<file path="config.mk">
export PLATFORM = sky130hd
export DESIGN_NAME = mouse_axis_emu
export DESIGN_NICKNAME = d
export VERILOG_FILES = /design/src/rtl/mouse_axis_emu.sv
export SDC_FILE = /design/constraint.sdc
export NUM_CORES = 1
export LEC_CHECK = 0
export ABC_CLOCK_PERIOD_IN_PS = 3000
export BUFFER_PORTS_ARGS = -buffer_cell sky130_fd_sc_hd__buf_2
export CAP_MARGIN = 30
export CORE_UTILIZATION = 45
export CTS_CLUSTER_SIZE = 10
export DETAILED_ROUTE_END_ITERATION = 16
export HOLD_SLACK_MARGIN = 0.15
export PLACE_DENSITY_LB_ADDON = 0.12
export SYNTH_ARGS = -nofsm -noshare
export SYNTH_HDL_FRONTEND = slang
export SYNTH_SLANG_ARGS = --single-unit
export TNS_END_PERCENT = 10
</file>
<file path="constraint.sdc">
create_clock -name clk_sys -period 3 [get_ports clk_sys]
set_input_delay 0.3 -clock clk_sys [delete_from_list [all_inputs] [get_ports clk_sys]]
set_output_delay 0.3 -clock clk_sys [all_outputs]
set_load 0.005 [all_outputs]
</file>
<file path="src/rtl/mouse_axis_emu.sv">
// Mouse-to-analog-axis emulator for joystick port 1.
// PS/2 mouse deltas are scaled, clamped and integrated into saturating signed X/Y axes;
// mouse buttons overlay bits [6:5] of the digital joystick byte while the mouse owns the port.
// Any real stick movement or a CPU halt hands the port back to the real joystick.
// Optional build macro MOUSE_AXIS_SPRING_EN adds a self-centering spring driven by a
// free-running tick counter; without it spring_mode is ignored and the axes hold.
module mouse_axis_emu #(
    parameter int unsigned AXIS_W          = 8,
    parameter int unsigned STEP_MAX        = 10,
    parameter int unsigned SENS_SHIFT      = 0,
    parameter int unsigned RECENTER_PERIOD = 65536
) (
    input  logic                  clk_sys,
    input  logic                  reset_n,
    input  logic [24:0]           ps2_mouse,
    input  logic [2*AXIS_W-1:0]   joy_analog,
    input  logic [7:0]            joy_btn,
    input  logic                  halt,
    input  logic                  invert_y,
    input  logic                  spring_mode,
    output logic [2*AXIS_W-1:0]   axis_out,
    output logic [7:0]            btn_out,
    output logic                  emu_active
);

    localparam logic signed [15:0]       StepMaxS = 16'(STEP_MAX);
    localparam logic signed [15:0]       DeltaMax = 16'sd255;
    localparam logic [AXIS_W-1:0]        AccOne   = AXIS_W'(1);
    localparam logic [AXIS_W-1:0]        AccMaxP  = {1'b0, {(AXIS_W-1){1'b1}}};
    localparam logic [AXIS_W-1:0]        AccMaxN  = {1'b1, {(AXIS_W-1){1'b0}}};

    logic                     old_stb_q, old_stb_d;
    logic                     emu_active_q, emu_active_d;
    logic [AXIS_W-1:0]        acc_x_q, acc_x_d;
    logic [AXIS_W-1:0]        acc_y_q, acc_y_d;
    logic                     mouse_evt;
    logic                     clear;
    logic                     tick;

    // Raw 9-bit delta -> optional negation -> arithmetic shift -> symmetric clamp.
    // Worked at 16 bits so the clamp bound never overflows for any legal AXIS_W.
    function automatic logic [AXIS_W:0] form_step(input logic [8:0] raw, input logic neg);
        logic signed [15:0] d;
        logic signed [15:0] s;
        d = {{7{raw[8]}}, raw};
        if (neg) begin
            d = -d;
            if (d > DeltaMax) d = DeltaMax;  // -(-256) would not fit the 9-bit delta range
        end
        s = d >>> SENS_SHIFT;
        if (s > StepMaxS) s = StepMaxS;
        else if (s < -StepMaxS) s = -StepMaxS;
        return s[AXIS_W:0];
    endfunction

    // Add one AXIS_W+1-bit step to an accumulator, saturating on signed overflow.
    function automatic logic [AXIS_W-1:0] sat_add(input logic [AXIS_W-1:0] acc,
                                                  input logic [AXIS_W:0]   step);
        logic [AXIS_W:0] sum;
        sum = {acc[AXIS_W-1], acc} + step;
        if (sum[AXIS_W] != sum[AXIS_W-1]) return sum[AXIS_W] ? AccMaxN : AccMaxP;
        return sum[AXIS_W-1:0];
    endfunction

`ifdef MOUSE_AXIS_SPRING_EN
    localparam int unsigned CntW = $clog2(RECENTER_PERIOD);

    logic [CntW-1:0] tick_cnt_q, tick_cnt_d;

    // One step toward zero; zero stays zero.
    function automatic logic [AXIS_W-1:0] decay(input logic [AXIS_W-1:0] acc);
        if (acc == '0) return acc;
        return acc[AXIS_W-1] ? acc + AccOne : acc - AccOne;
    endfunction

    // Free-running spring counter; tick marks the wrap cycle.
    always_comb begin
        tick       = (tick_cnt_q == CntW'(RECENTER_PERIOD - 1));
        tick_cnt_d = tick ? '0 : tick_cnt_q + CntW'(1);
    end

    // Spring counter register.
    always_ff @(posedge clk_sys or negedge reset_n) begin
        if (!reset_n) tick_cnt_q <= '0;
        else          tick_cnt_q <= tick_cnt_d;
    end
`else
    logic unused_spring;
    assign tick          = 1'b0;
    assign unused_spring = spring_mode ^ (RECENTER_PERIOD == 0);
`endif

    logic unused_ps2;
    assign unused_ps2 = ^{ps2_mouse[7:6], ps2_mouse[3:2]};

    // Event detect, clear priority, accumulation and optional spring decay.
    always_comb begin
        old_stb_d    = ps2_mouse[24];
        emu_active_d = emu_active_q;
        acc_x_d      = acc_x_q;
        acc_y_d      = acc_y_q;
        mouse_evt    = ps2_mouse[24] ^ old_stb_q;
        clear        = (joy_analog != '0) || halt;

        if (clear) begin
            // Real stick or halt wins; a coincident mouse event is discarded.
            emu_active_d = 1'b0;
            acc_x_d      = '0;
            acc_y_d      = '0;
        end else if (mouse_evt) begin
            emu_active_d = 1'b1;
            acc_x_d      = sat_add(acc_x_q, form_step({ps2_mouse[4], ps2_mouse[15:8]}, 1'b0));
            acc_y_d      = sat_add(acc_y_q, form_step({ps2_mouse[5], ps2_mouse[23:16]}, invert_y));
        end
`ifdef MOUSE_AXIS_SPRING_EN
        else if (tick && spring_mode && emu_active_q) begin
            acc_x_d = decay(acc_x_q);
            acc_y_d = decay(acc_y_q);
        end
`endif
    end

    // State registers.
    always_ff @(posedge clk_sys or negedge reset_n) begin
        if (!reset_n) begin
            old_stb_q    <= 1'b0;
            emu_active_q <= 1'b0;
            acc_x_q      <= '0;
            acc_y_q      <= '0;
        end else begin
            old_stb_q    <= old_stb_d;
            emu_active_q <= emu_active_d;
            acc_x_q      <= acc_x_d;
            acc_y_q      <= acc_y_d;
        end
    end

    // Output muxes; mouse buttons are live, not latched.
    always_comb begin
        emu_active = emu_active_q;
        axis_out   = emu_active_q ? {acc_y_q, acc_x_q} : joy_analog;
        btn_out    = emu_active_q ? {joy_btn[7], ps2_mouse[1:0], joy_btn[4:0]} : joy_btn;
    end

endmodule
</file>
## Yosys cells after proc, flatten, opt, wreduce, memory -nomap -nowiden

Cells that the tools add are included.

- Output and inout port bits: 25
- Input port bits: 54
- Latch bits: 0
- Memory bits (writable): 0
- Memories kept: 0
- Logic and storage cells: 50
- Register bits: 18
- Bits in read-only memories: 0

- Multiply operators: 0
- Equality and inequality tests: 2
- Magnitude comparators: 5
- Add/sub/neg operators: 3
- Bitwise operators: 1
- Muxes and demuxes: 32
- Divide/modulo/power cells: 0
- Reduce and logical (&&, ||, !) cells: 3
- Shift operators: 0

Operator list:

| cell | count |
|---|---|
| $mux W16 | 5 |
| $mux W8 | 10 |
| $mux W9 | 8 |
| $add A9 B9 Y9 | 2 |
| $gt A16 B5 Y1 const B | 1 |
| $gt A16 B9 Y1 const B | 1 |
| $lt A16 B5 Y1 const B | 1 |
| $neg A9 Y16 | 1 |
| $reduce_bool A16 Y1 | 1 |
| $gt A9 B5 Y1 const B | 1 |
| $lt A9 B5 Y1 const B | 1 |
| $mux W1 | 8 |
| $mux W7 | 1 |
| $ne A1 B1 Y1 | 2 |
| $reduce_bool A2 Y1 | 1 |
| $logic_or A1 B1 Y1 | 1 |
| $xor A1 B1 Y1 | 1 |

## Longest topological paths before layout

Gate-level depths: netlist of run 1.

- Word-level depth: 19
- Depth in mapped cells: 19

## Least setup slack after synthesis of run 1

Ideal clock, no wire load.

- Path kind: input to register
- Start: input ps2_mouse[20]
- End: register acc_y_q[2]
- Slack: -1.560 ns
- Required time: 2.879 ns
- Cell stages on the path: 16
- Arrival time: 4.439 ns
- Path through: buf_6 > or3_4 > or4_1 > o311a_1 > or4_1 > nor2_1 > nor2_1 > a211oi_1 > fa_1 > nor2b_1 > o31a_1 > or4_1 > a31oi_1 > xor3_2 > maj3_1 > a22o_1

- Cells in the longest elaborated chain, start to end: 19
- Elaborated cells between the ends (all ways): 22
- Those cells by class: add/sub (2); order compare (3); eq/ne (1); mux (16)

RTL lines:

| what | RTL line | source |
|---|---|---|
| from (decl) | 15 | `input logic [24:0] ps2_mouse,` |
| $neg A9 Y16 | 47 | `d = -d;` |
| $gt A16 B9 Y1 | 48 | `if (d > DeltaMax) d = DeltaMax;` |
| $mux W16 | 48 |  |
| $mux W16 * | 46 | `if (neg) begin` |
| $mux W16 * | 110 | `end else if (mouse_evt) begin` |
| $mux W16 * | 105 | `if (clear) begin` |
| $lt A16 B5 Y1 | 52 | `else if (s < -StepMaxS) s = -StepMaxS;` |
| $mux W9 | 52 |  |
| (+3 left out) | - |  |
| $add A9 B9 Y9 * | 60 | `sum = {acc[AXIS_W-1], acc} + step;` |
| $ne A1 B1 Y1 | 61 | `if (sum[AXIS_W] != sum[AXIS_W-1]) return sum[AXIS_W] ? AccMaxN : AccMaxP;` |
| $mux W1 | 61 |  |
| $mux W1 | 110 |  |
| $mux W1 | 105 |  |
| $mux W8 * | 62 | `return sum[AXIS_W-1:0];` |
| $mux W8 * | 110 |  |
| $mux W8 * | 105 |  |
| to (signal assigned) | 134 | `acc_y_q <= acc_y_d;` |
| to (decl) | 35 | `logic [AXIS_W-1:0] acc_y_q, acc_y_d;` |

Mark *: on every way between the ends. The rest lies on a longest branch, timed or not. The select of a mux whose other input is x is not followed.
A chain may end at the register's enable or synchronous reset.

## Final worst setup path of run 1

- Start: input ps2_mouse[19]
- End: register acc_y_q[3]

The elaborated chain is that of the path after synthesis.

==> results of run 1 <==
-- power groups by stage --
stage	registers, uW	clock network [uW]	logic (uW)
after floorplan	248	0	163
final	244	195	324
after CTS	244	198	306
after global routing	243	211	359
after detailed placement	248	0	295
after global placement	248	0	289
-- sequential cells by signal (all words and copies together) (netlist names) --
signal and flops:
emu_active 1, acc_y_q 8, old_stb_q 1, acc_x_q 8
-- cell type report --
class / instances / area [um2]
multi-input combinational: 230 / 1980
fill: 443 / 1510
timing repair buffer: 144 / 935
sequential: 18 / 450
tap: 70 / 87.6
inverter: 15 / 56.3
clock buffer: 4 / 55.1
-- worst register-to-register path, cell delays in order (launching register included) --
cell	delay (ps)
sky130_fd_sc_hd__dfrtp_1	400
sky130_fd_sc_hd__ha_2	190
sky130_fd_sc_hd__inv_2	60
sky130_fd_sc_hd__fa_2	230
sky130_fd_sc_hd__nor2b_4	50
sky130_fd_sc_hd__o31a_1	250
sky130_fd_sc_hd__or4_4	440
sky130_fd_sc_hd__a31oi_4	170
sky130_fd_sc_hd__xor3_2	440
sky130_fd_sc_hd__maj3_2	330
sky130_fd_sc_hd__a22o_1	180
-- cell usage in the layout, fill, tap and decap left out, drive strengths merged, types with 4 or more instances in the layout --
cell type	count
buf	143
nor2	32
mux2	18
dfrtp	18
ha	18
a22o	14
inv	14
maj3	14
o21ai	13
a21oi	12
xnor2	11
nand2	9
nor2b	8
nor3	8
xor2	7
or3	7
o21a	5
or2	5
nor4	4
nand3	4
clkbuf	4
a31oi	4
or4	4
-- through the flow --
stage	total power, uW	hold slack [ps]	instances	utilization	worst slack [ps]
3_5_place_dp	543	245	470	0.642	-1690
3_3_place_gp	537	238	470	0.642	-1590
2_1_floorplan	412	4.41	280	-	-1460
6_report	762	175	481	0.703	-1310
4_1_cts	748	170	476	0.671	-1290
5_1_grt	814	162	481	0.703	-1430
-- kinds of logic after synthesis --
| kind of cell | after synthesis | share of synthesized area |
|---|---|---|
| and+or+nand+nor | 89 | 0.201 |
| AOI/OAI and AO/OA | 70 | 0.206 |
| adders and majority gates | 34 | 0.172 |
| buffers and inverters | 32 | 0.0671 |
| xor gates and xnor gates | 19 | 0.0772 |
| muxes | 18 | 0.0856 |
| DFF | 18 | 0.190 |
-- layer usage --
layer  wire, um  track usage
met5          0            0
met4        104       0.0587
met3        215       0.0190
met2       3050        0.384
met1       2850        0.283
-- repair_timing --
action | in CTS | in global routing
hold buffers | 1 | 0
pin swaps | 9 | 18
buffers inserted | 1 | 5
gates cloned | 0 | 0
hold endpoints to repair | 18 | 0
endpoints found under the setup margin | 16 | 16
gates resized for setup | 15 | 25
-- path summary, 6_finish.rpt --
check | startpoint | endpoint | slack, ps | cells past startpoint
worst min-delay path | ps2_mouse[24] | old_stb_q | 180 | 1
min in group asynchronous | reset_n | old_stb_q | 490 | 2
worst max register to register | acc_y_q[0] | acc_y_q[3] | 150 | 10
worst min register to register | acc_x_q[5] | acc_x_q[5] | 570 | 1
max in group asynchronous | reset_n | acc_y_q[5] | 2220 | 2
worst max-delay path | ps2_mouse[19] | acc_y_q[3] | -1310 | 16
==> metrics.yaml, run 1 <==
area_delta_synth_final_pct: 50.6
failed_checks: "setup timing"
max-vdd-ir-drop_mv: 0.195
power_frac_comb: 0.425
overflow: 0
drt_iter0_markers: 87
setup.worst_path.end_class: "flop"
fin_crit_ps: 4310
final_clock_period_utilization_by_the_worst_path: 1.44
timing.final.ws_setup_ps: -1310
post-synth-top-count-cell: "sky130_fd_sc_hd__nor2_1"
finalSetupTns_ps: -10630
power_frac_clock: 0.256
synth.distinct_cells: 53
cts.clk_slew.worst_paths_ps: 70
ys.warnings.count: 0
synth_top_cells_by_area: "sky130_fd_sc_hd__dfrtp_1 (19%), sky130_fd_sc_hd__ha_1 (9.5%), sky130_fd_sc_hd__mux2_2 (8.6%), sky130_fd_sc_hd__a22o_1 (5.2%), sky130_fd_sc_hd__maj3_1 (5.1%)"
vias: 2524
grt_max_degree: 21
leakage_uw: 0.00167
post-synth-top-area-fraction: 0.190
number_of_flops_mapped_to_enable_cells_by_yosys: 0
row_count: 26
total_nets_after_synthesis: 354
wire_length_of_the_first_global_routing_pass_mm: 9.50
power.sequential.fraction: 0.320
max_slew_violation_count: 0
antenna_violations_before_repair: 0
synth_area_per_cell_um2: 8.45
power-per-cell-area_mw_per_mm2: 214
netSwitchingFraction: 0.298
timing.final.hold_violations: 0
detail-route-antenna-nets: 0
syn_area_mm2: 0.00237
setup.worst_path.class: "input port to flop"
drive_above_1_share: 0.521
fin_worst_skew_ps: 4.43
cp_data_arrival_time_ps: 4440
power.switching_uw: 227
cts_buffer_depth: 2
dieWidth_um: 74.5
globalRouteTotalUtil: 0.218
drc: 0
grt_setup_unrepaired: "yes"
placement.cell_area_mm2: 0.00326
drt_first_pass_iters: 4
tritoncts: "built"
status: "finished with violations"
io-pin-count: 79
routed_len_inst_um: 12.9
fmaxAchievable_ghz: 0.232
synth-seq-area-share: 0.190
grt_pass1_vias: 2229
htreeDepth: 1
min_path_type: "input port to flop"
finalSetupViolations: 15
layout.nets: 486
path_max_fanout: 7
critical_path_buf_inv_count: 1
clockRootBuffer: "sky130_fd_sc_hd__clkbuf_8"
viasPerCell: 5.25
worst_path_dominant_cell_family: "simple AND/OR/NAND/NOR gates"
place_congestion: 0.953
detailedPlacementHpwl_mm: 5.07
floorplan.initialDensity: 0.466
timing.slew.headroom: 0.518
place.port_buffers: 61
critical_path.cell_chain: "buf_2 -> or3_4 -> or4_4 -> o311a_1 -> or4_4 -> nor2_4 -> a21oi_2 -> a31oi_1 -> ha_1 -> nor2b_4 -> o31a_1 -> or4_4 -> a31oi_4 -> xor3_2 -> maj3_2 -> a22o_1"
cts_made_buffers: 3
timing.critical_path.required_ps: 3140
numClockSinks: 18
antenna_cells_inserted: 0
finish.instance_area_mm2: 0.00357
design.core.area_mm2: 0.00507
timing.critical_path.mode_cell: "sky130_fd_sc_hd__or4_4"
synth_top_area_cell: "sky130_fd_sc_hd__dfrtp_1"
post_detailed_routing_wire_length_mm: 6.22
die-height_um: 74.5
slowest_delay_ps: 560
most_used_flip_flop_cell_after_synthesis: "sky130_fd_sc_hd__dfrtp_1"
syn_inst: 280
power_report.internal_total_uw: 535
startpoint_type: "input port"
cap_violations: 0
ys_seq_elements: 18
most_numerous_cell_types_in_the_synthesized_netlist: "sky130_fd_sc_hd__nor2_1 (32), sky130_fd_sc_hd__dfrtp_1 (18), sky130_fd_sc_hd__ha_1 (18), sky130_fd_sc_hd__mux2_2 (18)"
die_area_mm2: 0.00555
ys_async_sr_fraction: 1.00
cell_with_the_largest_stage_delay_on_the_worst_path: "sky130_fd_sc_hd__or4_4"
timing_worst_slew_pin_value_ps: 723
worst_skew_pair.late_latency_ps: 250
No activity file was read; power rests on OpenSTA's default activity.
==> run 2: changes to the inputs <==
Settings changed: ABC_AREA set to 1, CORE_UTILIZATION 45 to 30, SLEW_MARGIN set to 40.
==> run 2 against run 1 <==
The run now ends clean. Synthesized cell count up 50%. Wire length grew 23%. Setup slack gained 1400 ps. Clock skew decreased by 3.1 ps. Global-route usage decreased by 3.7 points. Sequential cell count unchanged. Utilization shrank 26 points. Via count is 20% higher. First-iteration DRC count is 21% higher. Register-to-register slack better by 770 ps. Worst hold slack is essentially flat. Sequential share of layout area shrank 0.30 points. Critical endpoint is now acc_y_q[6]. Largest power group unchanged.
==> metrics.yaml, run 2 <==
synth-seq-area-share: 0.179
largest_registers: "acc_x_q x8, acc_y_q x8"
met3WireLength_um: 205
setup.worst_path.class: "input port to flop"
drc: 0
status: "finished clean"
final_common_cell: "sky130_fd_sc_hd__nand2_1"
setup.worst_path.end_class: "flop"
fmaxAchievable_ghz: 0.339
cap_violations: 0
vias: 3018
syn_inst: 420
ys.warnings.count: 0
globalRouteTotalUtil: 0.180
grt_pass1_vias: 2901
synth_top_area_cell: "sky130_fd_sc_hd__nand2_1"
grt_max_degree: 23
overflow: 0
timing.critical_path.required_ps: 3150
timing.slew.headroom: 0.653
most_numerous_cell_types_in_the_synthesized_netlist: "sky130_fd_sc_hd__nand2_1 (152), sky130_fd_sc_hd__inv_1 (57), sky130_fd_sc_hd__nor2_1 (30)"
final_clock_period_utilization_by_the_worst_path: 0.982
layout_common_cells: "sky130_fd_sc_hd__nand2_1 (140), sky130_fd_sc_hd__buf_2 (59), sky130_fd_sc_hd__buf_4 (58)"
nFillCells: 893
total_power_uw: 793
layout.nets: 610
timing.final.hold_violations: 0
design.core.area_mm2: 0.00818
power-per-cell-area_mw_per_mm2: 217
wire_length_of_the_first_global_routing_pass_mm: 12.5
die-height_um: 93.5
timing_worst_slew_pin_value_ps: 520
slowest_delay_ps: 350
syn_area_mm2: 0.00251
total_nets_after_synthesis: 494
floorplan.initialDensity: 0.307
antenna_violations_before_repair: 0
path_max_fanout: 7
met2_length_mm: 3.97
dieWidth_um: 93.5
antenna_cells_inserted: 0
numPlacedInstances: 627
drt_iter0_markers: 105
numClockSinks: 18
ys_async_sr_fraction: 1.00
clockRootBuffer: "sky130_fd_sc_hd__clkbuf_8"
startpoint_type: "input port"
cell_with_the_largest_stage_delay_on_the_worst_path: "sky130_fd_sc_hd__fa_2"
worst_path_dominant_cell_family: "simple AND/OR/NAND/NOR gates"
timing.final.ws_setup_ps: 54.4
synth_area_per_cell_um2: 5.98
layout.cells.non_filler: 640
die_area_mm2: 0.00874
place.port_buffers: 61
detail-route-antenna-nets: 0
area_delta_synth_final_pct: 45.5
drive_above_1_share: 0.359
synth_top_cells_by_area: "sky130_fd_sc_hd__nand2_1 (23%), sky130_fd_sc_hd__dfrtp_1 (18%), sky130_fd_sc_hd__ha_1 (9.0%), sky130_fd_sc_hd__inv_1 (8.5%), sky130_fd_sc_hd__nand3_1 (5.6%)"
max_slew_violation_count: 0
fin_worst_skew_ps: 1.31
routed_len_inst_um: 11.9
tritoncts: "built"
drt_first_pass_iters: 4
fin_crit_ps: 2950
cp_data_arrival_time_ps: 3090
finalSetupViolations: 0
cts.clk_slew.worst_paths_ps: 70
placement.setup.worst_slack_ps: -367
min_path_type: "input port to flop"
grt_setup_unrepaired: "yes"
leakage_uw: 0.00199
ys_seq_elements: 18
critical_path_buf_inv_count: 6
post-synth-top-count-cell: "sky130_fd_sc_hd__nand2_1"
met1Wirelength_mm: 3.29
row_count: 33
cts_buffer_depth: 2
highest_layer: "met4"
htreeDepth: 1
post_detailed_routing_wire_length_mm: 7.64
detailedPlacementHpwl_mm: 6.25
viasPerCell: 4.72
post-synth-top-area-fraction: 0.227
timing.critical_path.mode_cell: "sky130_fd_sc_hd__nand2_1"
synth.distinct_cells: 37
place_congestion: 0.879
worst_skew_pair.late_latency_ps: 250
cts_made_buffers: 3
max-vdd-ir-drop_mv: 0.0884
most_used_flip_flop_cell_after_synthesis: "sky130_fd_sc_hd__dfrtp_1"
io-pin-count: 79
number_of_flops_mapped_to_enable_cells_by_yosys: 0
[run 2: cell families (layout without fill, tap and decap cells)]
logic type / Yosys count / in the layout / synth area share
compound gates: 56 / 56 / 0.132
xor+xnor: 13 / 13 / 0.0453
fa+ha+maj: 20 / 20 / 0.106
buf+inv: 73 / 187 / 0.125
flops: 18 / 18 / 0.179
simple gates: 240 / 241 / 0.413
[run 2: per-layer routing]
layer,vias to the layer above,GRT usage
met3,12,0.0122
met2,55,0.343
li1,1566,-
met5,-,0
met4,0,0.0667
met1,1385,0.209
[run 2: metrics by stage]
step | utilization | TNS, ps | cell area (um2) | hold slack (ps)
after floorplan | - | 0 | 2530 | 4.41
after global placement | 0.402 | -2390 | 3280 | 257
after detailed placement | 0.402 | -3430 | 3280 | 267
after CTS | 0.427 | -75.7 | 3490 | 173
after global routing | 0.447 | -1270 | 3650 | 168
final | 0.447 | 0 | 3650 | 175
[run 2: layout make-up]
| class | count | area [um2] | share of cell area |
|---|---|---|---|
| timing repair buffer | 122 | 793 | 0.217 |
| sequential | 18 | 450 | 0.123 |
| clock buffer | 4 | 55.1 | 0.0151 |
| tap | 105 | 131 | 0.0360 |
| inverter | 61 | 244 | 0.0668 |
| multi-input combinational | 330 | 1980 | 0.542 |
[run 2: report_power, final]
| group | total, uW | leakage (uW) | switching, uW | internal (uW) |
|---|---|---|---|---|
| Clock | 198 | 0.0000288 | 81.4 | 116 |
| Combinational | 351 | 0.00172 | 189 | 162 |
| Sequential | 244 | 0.000249 | 0.314 | 243 |
[run 2: worst paths after layout]
check                              start  cells after the start          to  slack, ps
setup / recovery           ps2_mouse[16]                     29  acc_y_q[6]         50
hold / removal             ps2_mouse[24]                      1   old_stb_q        180
setup reg to reg              acc_y_q[0]                     15  acc_y_q[6]        920
hold reg to reg               acc_x_q[4]                      2  acc_x_q[4]        520
max in group asynchronous        reset_n                      2  acc_x_q[3]       2190
min in group asynchronous        reset_n                      2  acc_x_q[4]        510
[run 2: worst reg2reg max path, cell delays in order (launching register included)]
cell and delay [ps]:
sky130_fd_sc_hd__dfrtp_1 420, sky130_fd_sc_hd__ha_2 210, sky130_fd_sc_hd__inv_2 40, sky130_fd_sc_hd__fa_2 350, sky130_fd_sc_hd__o21ai_2 140, sky130_fd_sc_hd__nand2_1 80, sky130_fd_sc_hd__nand2_1 60, sky130_fd_sc_hd__nand2_1 60
sky130_fd_sc_hd__nand2_2 90, sky130_fd_sc_hd__inv_2 50, sky130_fd_sc_hd__nand2_4 80, sky130_fd_sc_hd__nand2_4 90, sky130_fd_sc_hd__nand2_8 110, sky130_fd_sc_hd__nand3_1 80, sky130_fd_sc_hd__nand2_1 70, sky130_fd_sc_hd__nand2_1 40
[run 2: what timing repair did]
action,CTS,global route
setup endpoints to repair,7,15
hold buffers,1,0
resized for setup,26,40
endpoints found under the hold margin,18,0
gates cloned,1,0
buffers inserted,5,2
pin swaps,22,34
